[src/rtl/uart_boot_loader_ctrl.sv]
// uart_boot_loader_ctrl: packs UART bytes into 32-bit words, writes them to instruction memory, then releases the core
module uart_boot_loader_ctrl #(
  parameter int unsigned           ADDR_WIDTH     = 32,
  parameter logic [ADDR_WIDTH-1:0] BASE_ADDR      = '0,
  parameter int unsigned           MAX_WORDS      = 4096,
  parameter int unsigned           TIMEOUT_CYCLES = 200000
) (
  input  logic                  clk_i,
  input  logic                  rst_ni,
  input  logic                  rx_valid_i,
  input  logic [7:0]            rx_byte_i,
  output logic                  mem_req_o,
  input  logic                  mem_gnt_i,
  output logic                  mem_we_o,
  output logic [3:0]            mem_be_o,
  output logic [ADDR_WIDTH-1:0] mem_addr_o,
  output logic [31:0]           mem_wdata_o,
  output logic                  core_rst_no,
  output logic                  boot_done_o,
  output logic                  err_o,
  output logic [1:0]            err_code_o,
  output logic [31:0]           words_done_o
);
  typedef enum logic [1:0] {S_LEN, S_DATA, S_DONE, S_ERR} state_t;
  state_t state, state_d;
  logic [1:0] byte_cnt, code_d;
  logic [31:0] len, word, asm_d, wcnt, tcnt;
  logic started, active, take, last_byte, fire, load, overrun, timeout;
  assign active = state == S_LEN || state == S_DATA;
  assign take = rx_valid_i && (state == S_LEN || (state == S_DATA && wcnt != len));
  assign last_byte = take && byte_cnt == 2'd3;
  assign fire = mem_req_o && mem_gnt_i;
  assign load = state == S_DATA && last_byte && (!mem_req_o || mem_gnt_i);
  assign overrun = state == S_DATA && last_byte && mem_req_o && !mem_gnt_i;
  assign timeout = active && started && !rx_valid_i && tcnt == TIMEOUT_CYCLES - 1;
  assign mem_we_o = mem_req_o;
  assign mem_be_o = {4{mem_req_o}};
  assign mem_addr_o = BASE_ADDR + ADDR_WIDTH'({words_done_o[29:0], 2'b00});
  assign core_rst_no = state == S_DONE;
  assign boot_done_o = state == S_DONE;
  assign err_o = state == S_ERR;
  // lane insert shared by the length field and the data word
  always_comb begin
    asm_d = state == S_LEN ? len : word;
    asm_d[8*byte_cnt +: 8] = rx_byte_i;
  end
  always_comb begin
    state_d = state;
    code_d = 2'd0;
    if (timeout) begin
      state_d = S_ERR;
      code_d = 2'd2;
    end else if (state == S_LEN && last_byte) begin
      state_d = asm_d == 0 ? S_DONE : asm_d > MAX_WORDS ? S_ERR : S_DATA;
      code_d = asm_d > MAX_WORDS ? 2'd1 : 2'd0;
    end else if (overrun) begin
      state_d = S_ERR;
      code_d = 2'd3;
    end else if (state == S_DATA && fire && words_done_o + 1 == len) begin
      state_d = S_DONE;
    end
  end
  always_ff @(posedge clk_i) begin
    if (!rst_ni) begin
      state <= S_LEN;
      byte_cnt <= '0;
      len <= '0;
      word <= '0;
      wcnt <= '0;
      tcnt <= '0;
      started <= 1'b0;
      mem_req_o <= 1'b0;
      mem_wdata_o <= '0;
      words_done_o <= '0;
      err_code_o <= '0;
    end else begin
      state <= state_d;
      if (state_d == S_ERR && state != S_ERR) err_code_o <= code_d;
      if (active && rx_valid_i) begin
        tcnt <= '0;
        started <= 1'b1;
      end else if (active && started) begin
        tcnt <= tcnt + 1;
      end
      if (take) begin
        byte_cnt <= byte_cnt + 1;
        if (state == S_LEN) len <= asm_d;
        else word <= asm_d;
      end
      if (fire) begin
        mem_req_o <= 1'b0;
        words_done_o <= words_done_o + 1;
      end
      if (load) begin
        mem_req_o <= 1'b1;
        mem_wdata_o <= asm_d;
        wcnt <= wcnt + 1;
      end
      if (state_d == S_ERR) mem_req_o <= 1'b0;
    end
  end
endmodule

[config.mk]
export PLATFORM = sky130hd
export DESIGN_NAME = uart_boot_loader_ctrl
export DESIGN_NICKNAME = d
export VERILOG_FILES = /design/src/rtl/uart_boot_loader_ctrl.sv
export SDC_FILE = /design/constraint.sdc
export NUM_CORES = 1
export LEC_CHECK = 0
export ABC_AREA = 0
export ABC_CLOCK_PERIOD_IN_PS = 5200
export BUFFER_PORTS_ARGS = -buffer_cell sky130_fd_sc_hd__buf_2
export CORE_MARGIN = 2
export CORE_UTILIZATION = 30
export DETAILED_ROUTE_END_ITERATION = 7
export PLACE_DENSITY = 0.44
export SLEW_MARGIN = 20
export SYNTH_ARGS = -nofsm -noshare
export SYNTH_HDL_FRONTEND = slang
export SYNTH_SLANG_ARGS = --single-unit
[constraint.sdc]
create_clock -name clk_i -period 5.2 [get_ports clk_i]
set_input_delay 1.04 -clock clk_i [delete_from_list [all_inputs] [get_ports clk_i]]
set_output_delay 1.04 -clock clk_i [all_outputs]
set_load 0.005 [all_outputs]
---- Word-level counts from Yosys, hierarchy flattened ----
Cells that the tools add are included.
W data, S select, Z words.
word-level totals
  bits in registers ....................... 200
  input bits .............................. 12
  output and inout bits ................... 107
  logic and storage cells ................. 73
operators by class
  $add $sub $neg .......................... 5
  $lt $le $gt $ge ......................... 1
  eq/ne operators ......................... 9
  shift operators ......................... 2
  muxes and demuxes ....................... 14
  bitwise gates (word level) .............. 2
  reduce and logical (&&, ||, !) cells .... 29
operator list
  operator                   count
  $add A32 B1 Y32 const B    3
  $neg A5 Y34                1
  $shift A8 B34 Y32 const A  1
  $shiftx A8 B34 Y32         1
  $bwmux W32                 1
  $eq A32 B18 Y1 const B     1
  $eq A32 B32 Y1             1
  $gt A32 B13 Y1 const B     1
  $logic_not A32 Y1          1
  $mux W32                   1
  $ne A32 B32 Y1             1
  $mux W2                    9
  $logic_and A1 B1 Y1        16
  $eq A2 B2 Y1 const B       4
  $reduce_and A2 Y1          2
  $reduce_or A2 Y1           2
  $logic_not A1 Y1           3
  $logic_or A1 B1 Y1         3
  $mux W1                    3
  $add A2 B1 Y2 const B      1
  $eq A2 B1 Y1 const B       1
  $logic_not A2 Y1           1
  $ne A2 B2 Y1 const B       1
  $not A1 Y1                 2
  $reduce_bool A2 Y1         1

---- Longest topological paths before layout ----
Gate-level depths: netlist of run 1.
  depth in word-level cells ............... 13
  mapped depth ............................ 12
  mapped depth without buffers ............ 11

---- Worst setup path before layout of run 1 ----
Ideal clock, no wire load.
  kind .................................... input to register
  start point ............................. input port rx_byte_i[2]
  end point ............................... register err_code_o[1]
  library setup time ...................... 0.096 ns
  data arrival time ....................... 3.102 ns
  data required time ...................... 5.104 ns
  slack ................................... 2.002 ns
  stages .................................. 8
  buffers on the path ..................... 0
  path through ............................ or4_1 > o41ai_1 > o2111a_1 > and4_1 > xor2_1 > a311o_1 > and3_1 > o41ai_2
between the ends
  word-level cells in the longest chain between the ends .. 9
  elaborated cells on any way between the ends .. 10
  those cells by class .................... 1 x order compare; 1 x eq/ne; 1 x shift; 5 x mux; 2 x reduce/logical
ends and longest elaborated chain
  what                     RTL line  source
  start: declaration       11        input logic [7:0] rx_byte_i,
  $shiftx A8 B34 Y32 (*)   45        asm_d[8*byte_cnt +: 8] = rx_byte_i;
  $bwmux W32 (*)           45
  $gt A32 B13 Y1           54        state_d = asm_d == 0 ? S_DONE : asm_d > MAX_WORDS ? S_ERR : S_DATA;
  $mux W2                  54
  $mux W2 (*)              54
  $mux W2 (*)              53        end else if (state == S_LEN && last_byte) begin
  $mux W2 (*)              50        if (timeout) begin
  $eq A2 B2 Y1 (*)         78        if (state_d == S_ERR && state != S_ERR) err_code_o <= code_d;
  $logic_and A1 B1 Y1 (*)  78
  end signal: assignment   78
  end: declaration         21        output logic [1:0] err_code_o,
Every way passes the cells marked *; elsewhere a longest branch is shown, timed or not.
A chain may end at the register's enable or synchronous reset.

---- Worst setup path after layout of run 1 ----
  start point ............................. register state[1]
  end point ............................... register err_code_o[0]
between the ends
  word-level cells in the longest chain between the ends .. 13
  elaborated cells on any way between the ends .. 33
  those cells by class .................... 1 x order compare; 3 x eq/ne; 12 x mux; 17 x reduce/logical
ends and longest elaborated chain
  what                                                                     RTL line  source
  start: declaration                                                       25        state_t state, state_d;
  start signal: assignment                                                 77        state <= state_d;
  parallel branches: the longest is 13 deep, another holds $gt A32 B13 Y1  -
Several ways; the timed one is not identified.

==> impl_metrics.env, run 1 <==
export IMPL_status="complete, no violations"
export IMPL_power_density_nw_per_um2=279.7
export IMPL_clock_sinks=200
export IMPL_post_cts_repair_setup_buffers=0
export IMPL_cts_clk_slew_worst_paths_ns=0.08
export IMPL_layout_min_cycle_time_ns=3.734
export IMPL_hold_viol_final=0
export IMPL_synth_cell_area_um2=10380
export IMPL_critPathArrivalTime_ns=4.07
export IMPL_report_final_setup_viol=0
export IMPL_coreArea_um2=34290
export IMPL_global_route_overflow_total=0
export IMPL_grt_pass1_vias=8340
export IMPL_met1_usage_pct=25.85
export IMPL_hold_path_cell_count=2
export IMPL_area_share_of_the_largest_cell_type_after_synthesis_pct=38.55
export IMPL_global_route_usage_met2_pct=27.29
export IMPL_portBuffers=116
export IMPL_count_of_routing_violations_after_the_opening_detailed_route_iteration=580
export IMPL_row_count=68
export IMPL_slew_violations=0
export IMPL_yosys_most_used_dff="sky130_fd_sc_hd__dfxtp_1"
export IMPL_worst_slew_pin_slew_ns=0.9118
export IMPL_dr_total_vias=8917
export IMPL_die_w_um=190.1
export IMPL_area_growth_synth_to_final_pct=12.00
export IMPL_synthTopCellsByCount="206 x sky130_fd_sc_hd__nor2_1, 200 x sky130_fd_sc_hd__dfxtp_1, 104 x sky130_fd_sc_hd__nand2_1, 97 x sky130_fd_sc_hd__xor2_1, 96 x sky130_fd_sc_hd__a211oi_1"
export IMPL_global_route_peak_usage_layer="met2"
export IMPL_post_route_period_util_pct=71.80
export IMPL_ios=119
export IMPL_p_leak_nw=4.289
export IMPL_startpoint_of_the_lowest_slack_register_to_register_path="state[1]"
export IMPL_p_switching_mw=0.9165
export IMPL_grt_usage_pct=17.87
export IMPL_post_synth_num_cell_types=70
export IMPL_synth_most_common_cell="sky130_fd_sc_hd__nor2_1"
export IMPL_depth_of_the_cts_h_tree=4
export IMPL_cts_hold_fix_buffers=0
export IMPL_rsz0062_at_grt="no"
export IMPL_netlist_top_cell_by_area="sky130_fd_sc_hd__dfxtp_1"
export IMPL_final_antenna_net_count=0
export IMPL_die_area_um2=36120
export IMPL_avgRoutedWirePerCell_um=17.91
export IMPL_grt_antenna_before_repair=1
export IMPL_reg2reg_slack_ns=1.47
export IMPL_wire_length_of_the_first_global_routing_pass_mm=49.89
export IMPL_cell_internal_power_mw=2.337
export IMPL_met3_usage_pct=3.118
export IMPL_cts_inserted_buffers=17
export IMPL_routabilityCongestion=0.8211
export IMPL_fmax_mhz=267.8
export IMPL_power_share_switching_pct=28.17
export IMPL_r2r_worst_path_cells=9
export IMPL_max_slew_margin_pct=38.65
export IMPL_critPathRequiredTime_ns=5.53
export IMPL_netlist_top_cells_area="sky130_fd_sc_hd__dfxtp_1 39%, sky130_fd_sc_hd__xor2_1 8.2%, sky130_fd_sc_hd__nor2_1 7.4%"
export IMPL_clock_tree_from_tritoncts="done"
export IMPL_detail_route_wirelength_mm=31.65
export IMPL_clock_latency_ns=0.46
export IMPL_avgSynthCellArea_um2=8.216
export IMPL_power_combinational_fraction_pct=9.5
export IMPL_critical_path_reg2reg_endpoint="err_code_o[0]"
export IMPL_crit_path_end_kind="register"
export IMPL_highest_ir_drop_seen_on_vdd_v=0.0002363
export IMPL_synth_edff_count=0
export IMPL_min_delay_start="word[30]"
export IMPL_setup_total_negative_slack_ns=0
export IMPL_grt_start_max_net_pins=100
export IMPL_critPathMaxFanout=17
export IMPL_postSynthRegisterBits=200
export IMPL_cts_repair_resize_count=0
export IMPL_hp_class="register to register"
export IMPL_crit_path_start_kind="register"
export IMPL_timing_max_cap_violations=0
export IMPL_final_nets=1319
export IMPL_clk_path_buf_depth=2
export IMPL_root_buffer="sky130_fd_sc_hd__clkbuf_16"
export IMPL_holdPathEnd="word[30]"
export IMPL_power_clock_fraction_pct=40.8
export IMPL_viasPerCell=5.046
export IMPL_fin_skew_ns=0.01794
export IMPL_finalPower_mw=3.253
export IMPL_route_detailed_drc=0
export IMPL_initial_core_util_pct=30.29
export IMPL_antenna_diode_count=0
export IMPL_post_route_cells_drive_above_1_share_pct=14.10
export IMPL_timing_worst_setup_path_type="register to register"
export IMPL_drtPass1Iterations=4
export IMPL_power_sequential_fraction_pct=49.7
export IMPL_ys_async_sr_fraction_pct=0
export IMPL_dpl_hpwl_mm=22.65
export IMPL_postSynthCellCount=1264
export IMPL_synth_yosys_seq_area_share_pct=38.55
export IMPL_die_h_um=190.1
export IMPL_ys_warnings_count=0
## worst max path at each step
stage | startpoint | end | slack [ns] | cells past startpoint
4_1_cts | state[1] | err_code_o[0] | 1.46 | 9
2_1_floorplan | rx_byte_i[2] | err_code_o[1] | 2.00 | 8
5_1_grt | state[1] | err_code_o[0] | 1.09 | 9
3_5_place_dp | rx_byte_i[2] | err_code_o[0] | 1.40 | 9
3_3_place_gp | rx_byte_i[2] | err_code_o[1] | 1.42 | 9
6_report | state[1] | err_code_o[0] | 1.47 | 9
## cell type report
cell class,instances,area [um^2]
Inverter,16,65.06
Clock inverter,12,108.9
Timing Repair Buffer,125,660.6
Sequential cell,200,4004
Clock buffer,20,466.7
Tap cell,455,569.3
Fill cell,3674,22660
Multi-Input combinational cell,939,5757
## cell families after synthesis
kind of cell	after synthesis	synth area share, %
AO/OA/AOI/OAI	230	15.00
XOR/XNOR	156	13.16
adder cells (fa/ha/maj)	8	0.9639
buffers and inverters	126	6.169
flip-flops	200	38.55
multiplexers	13	1.337
other	1	0.03611
AND/OR/NAND/NOR	530	24.78
## power groups by stage
stage	registers, mW	clock network (mW)	logic (mW)
CTS	1.62	1.37	0.312
floorplan	1.62	0	0.226
detailed placement	1.65	0	0.311
finish	1.62	1.33	0.309
global placement	1.65	0	0.310
global route	1.62	1.43	0.347
## through the flow
stage               setup WS, ns  util, %  instance area [um^2]  hold WS (ns)  cells
floorplan                  2.002        -                 10390        0.4318   1265
global placement           1.421    32.24                 11050        0.4733   1735
detailed placement         1.403    32.24                 11050        0.4855   1735
CTS                        1.463    33.91                 11630        0.5017   1767
global route               1.088    33.92                 11630        0.5221   1767
finish                     1.466    33.92                 11630        0.4978   1767
## sequential cells by signal, summed over array words and instances (netlist names)
register / cells
word: 32
byte_cnt: 2
started: 1
mem_wdata_o: 32
mem_req_o: 1
len: 32
wcnt: 32
state: 2
err_code_o: 2
words_done_o: 32
tcnt: 32
## layer usage
layer	vias up	part of all wire [%]	routed length, um
met5	-	0.022	7
met4	2	1.2	364
met3	30	3.6	1153
met2	207	44	13820
met1	4196	52	16300
li1	4482	-	-
## cell usage in the layout, fill, tap and decap left out, drive strengths merged, types with 12 or more instances in the layout
| master | Yosys | routed |
|---|---|---|
| a211oi | 97 | 97 |
| a21oi | 68 | 68 |
| and4 | 12 | 12 |
| buf | 60 | 125 |
| clkbuf | 50 | 20 |
| dfxtp | 200 | 200 |
| inv | 16 | 21 |
| nand2 | 104 | 104 |
| nand3 | 42 | 42 |
| nand4 | 35 | 35 |
| nor2 | 206 | 206 |
| nor3 | 33 | 33 |
| nor4 | 29 | 29 |
| o21ai | 23 | 23 |
| or3 | 25 | 25 |
| xnor2 | 59 | 59 |
| xor2 | 97 | 97 |
## worst max-delay path, cell delays in order, from the launching register on
cell                       delay (ns)
sky130_fd_sc_hd__dfxtp_1         0.45
sky130_fd_sc_hd__nor2_2          0.72
sky130_fd_sc_hd__mux2_2          0.41
sky130_fd_sc_hd__a22oi_1         0.32
sky130_fd_sc_hd__nand4_1         0.18
sky130_fd_sc_hd__nor4_1          0.70
sky130_fd_sc_hd__and4_1          0.30
sky130_fd_sc_hd__nor3_1          0.05
sky130_fd_sc_hd__a211oi_2        0.35
sky130_fd_sc_hd__o31ai_1         0.13
Power figures use the tool's default switching activity.
==> run 2, diff against run 1 <==
--- a/config.mk
+++ b/config.mk
@@ -6,12 +6,12 @@
 export NUM_CORES = 1
 export LEC_CHECK = 0
 export ABC_AREA = 0
-export ABC_CLOCK_PERIOD_IN_PS = 5200
+export ABC_CLOCK_PERIOD_IN_PS = 3400
 export BUFFER_PORTS_ARGS = -buffer_cell sky130_fd_sc_hd__buf_2
 export CORE_MARGIN = 2
 export CORE_UTILIZATION = 30
 export DETAILED_ROUTE_END_ITERATION = 7
-export PLACE_DENSITY = 0.44
+export PLACE_DENSITY = 0.45
 export SLEW_MARGIN = 20
 export SYNTH_ARGS = -nofsm -noshare
 export SYNTH_HDL_FRONTEND = slang
==> constraint.sdc (replaced) <==
create_clock -name clk_i -period 3.4 [get_ports clk_i]
set_input_delay 0.68 -clock clk_i [delete_from_list [all_inputs] [get_ports clk_i]]
set_output_delay 0.68 -clock clk_i [all_outputs]
set_load 0.005 [all_outputs]
==> impl_metrics.env, run 2 (synthesized netlist as in run 1, its figures left out) <==
export IMPL_cts_clk_slew_worst_paths_ns=0.08
export IMPL_detail_route_wirelength_mm=32.38
export IMPL_final_antenna_net_count=0
export IMPL_post_dp_cell_area_um2=11610
export IMPL_avgRoutedWirePerCell_um=17.60
export IMPL_post_place_cells=1806
export IMPL_layout_cells_most_common_list="204 x sky130_fd_sc_hd__nor2_1, 199 x sky130_fd_sc_hd__dfxtp_1, 116 x sky130_fd_sc_hd__buf_2"
export IMPL_ios=119
export IMPL_fin_skew_ns=0.01537
export IMPL_fill_count=3607
export IMPL_layout_min_cycle_time_ns=3.179
export IMPL_root_buffer="sky130_fd_sc_hd__clkbuf_16"
export IMPL_timing_worst_setup_path_type="register to register"
export IMPL_grt_start_max_net_pins=67
export IMPL_antenna_diode_count=0
export IMPL_area_growth_synth_to_final_pct=17.75
export IMPL_grt_usage_pct=18.25
export IMPL_dr_total_vias=9145
export IMPL_critPathMaxFanout=7
export IMPL_final_nets=1392
export IMPL_max_slew_margin_pct=52.21
export IMPL_clock_tree_from_tritoncts="done"
export IMPL_depth_of_the_cts_h_tree=4
export IMPL_worst_slew_pin_slew_ns=0.7169
export IMPL_initial_core_util_pct=30.29
export IMPL_number_of_non_filler_instances_in_the_completed_layout=1840
export IMPL_dpl_hpwl_mm=24.06
export IMPL_holdWs_ns=0.4718
export IMPL_p_leak_nw=4.673
export IMPL_multi_input_area_um2=5777
export IMPL_clock_latency_ns=0.45
export IMPL_post_route_cells_drive_above_1_share_pct=18.63
export IMPL_cts_hold_fix_buffers=0
export IMPL_final_seq_area_um2=4005
export IMPL_grt_antenna_before_repair=0
export IMPL_route_detailed_drc=0
export IMPL_critPathRequiredTime_ns=3.72
export IMPL_crit_path_end_kind="register"
export IMPL_die_w_um=190.1
export IMPL_power_density_nw_per_um2=414.0
export IMPL_viasPerCell=4.970
export IMPL_post_route_period_util_pct=93.50
export IMPL_count_of_routing_violations_after_the_opening_detailed_route_iteration=605
export IMPL_die_area_um2=36120
export IMPL_report_final_setup_viol=0
export IMPL_pre_cts_ws_ns=0.1284
export IMPL_layout_cell_area_non_filler_um2=12230
export IMPL_drtPass1Iterations=5
export IMPL_timing_max_cap_violations=0
export IMPL_slew_violations=0
export IMPL_hp_class="register to register"
export IMPL_layout_cells_most_common="sky130_fd_sc_hd__nor2_1"
export IMPL_routabilityCongestion=0.8642
export IMPL_cts_inserted_buffers=17
export IMPL_grt_pass1_vias=8746
export IMPL_clock_sinks=200
export IMPL_finalPower_mw=5.063
export IMPL_postLayoutCoreUtil_pct=35.66
export IMPL_setup_total_negative_slack_ns=0
export IMPL_die_h_um=190.1
export IMPL_fmax_mhz=314.5
export IMPL_hold_viol_final=0
export IMPL_crit_path_start_kind="register"
export IMPL_row_count=68
export IMPL_critPathArrivalTime_ns=3.50
export IMPL_coreArea_um2=34290
export IMPL_layout_setup_ws_ns=0.2208
export IMPL_status="complete, no violations"
export IMPL_global_route_overflow_total=0
export IMPL_highest_ir_drop_seen_on_vdd_v=0.0003472
export IMPL_wire_length_of_the_first_global_routing_pass_mm=50.99
export IMPL_portBuffers=116
export IMPL_clk_path_buf_depth=2
## run 2: changes by cell type in the layout (fill, tap and decap cells not counted), sizes merged
cell,delta
buf,+73
bufinv,+1
clkbuf,-1
clkinv,-4
clkinvlp,-1
inv,+5
## run 2: area by class of cell
type | count | area share (%)
tap | 455 | 4.656
clock buffer | 19 | 3.540
sequential | 200 | 32.75
inverter | 16 | 0.5116
timing repair buffer | 198 | 10.09
clock inverter | 13 | 1.207
multi-input combinational | 939 | 47.24
## run 2: worst max-delay path, stage by stage (launching register included)
cell and delay [ns]:
sky130_fd_sc_hd__dfxtp_1 0.45, sky130_fd_sc_hd__ha_1 0.26, sky130_fd_sc_hd__and3_1 0.27, sky130_fd_sc_hd__nand4_1 0.31, sky130_fd_sc_hd__buf_4 0.26, sky130_fd_sc_hd__nor3_1 0.22
sky130_fd_sc_hd__buf_4 0.19, sky130_fd_sc_hd__mux2i_1 0.18, sky130_fd_sc_hd__nand2_1 0.07, sky130_fd_sc_hd__nand3_1 0.13, sky130_fd_sc_hd__nand4_1 0.10, sky130_fd_sc_hd__buf_4 0.18
sky130_fd_sc_hd__a211oi_4 0.32, sky130_fd_sc_hd__o41ai_2 0.12
## run 2: final timing paths
check	startpoint	end	slack, ns	cells after the start
setup / recovery	words_done_o[1]	err_code_o[1]	0.22	13
hold / removal	started	started	0.47	2
setup reg to reg	words_done_o[1]	err_code_o[1]	0.22	13
hold reg to reg	started	started	0.47	2
## run 2: where the power goes
group	internal [mW]	total, mW	leakage, nW	switching, mW
Sequential	2.38	2.46	1.62	0.0753
Combinational	0.206	0.544	2.77	0.337
Clock	1.05	2.06	0.285	1.01
Total	3.64	5.06	4.67	1.43
## run 2: layer usage
layer / GRT usage, % / share of wire, %
met2: 27.50 / 43
met1: 26.61 / 51
met5: 0 / 0
met3: 3.154 / 4.1
met4: 5.069 / 1.6
## run 2: what timing repair did
| action | 4_1_cts | 5_1_grt |
|---|---|---|
| buffers inserted | 0 | 2 |
| resized for setup | 0 | 5 |
| setup endpoints to repair | 0 | 4 |
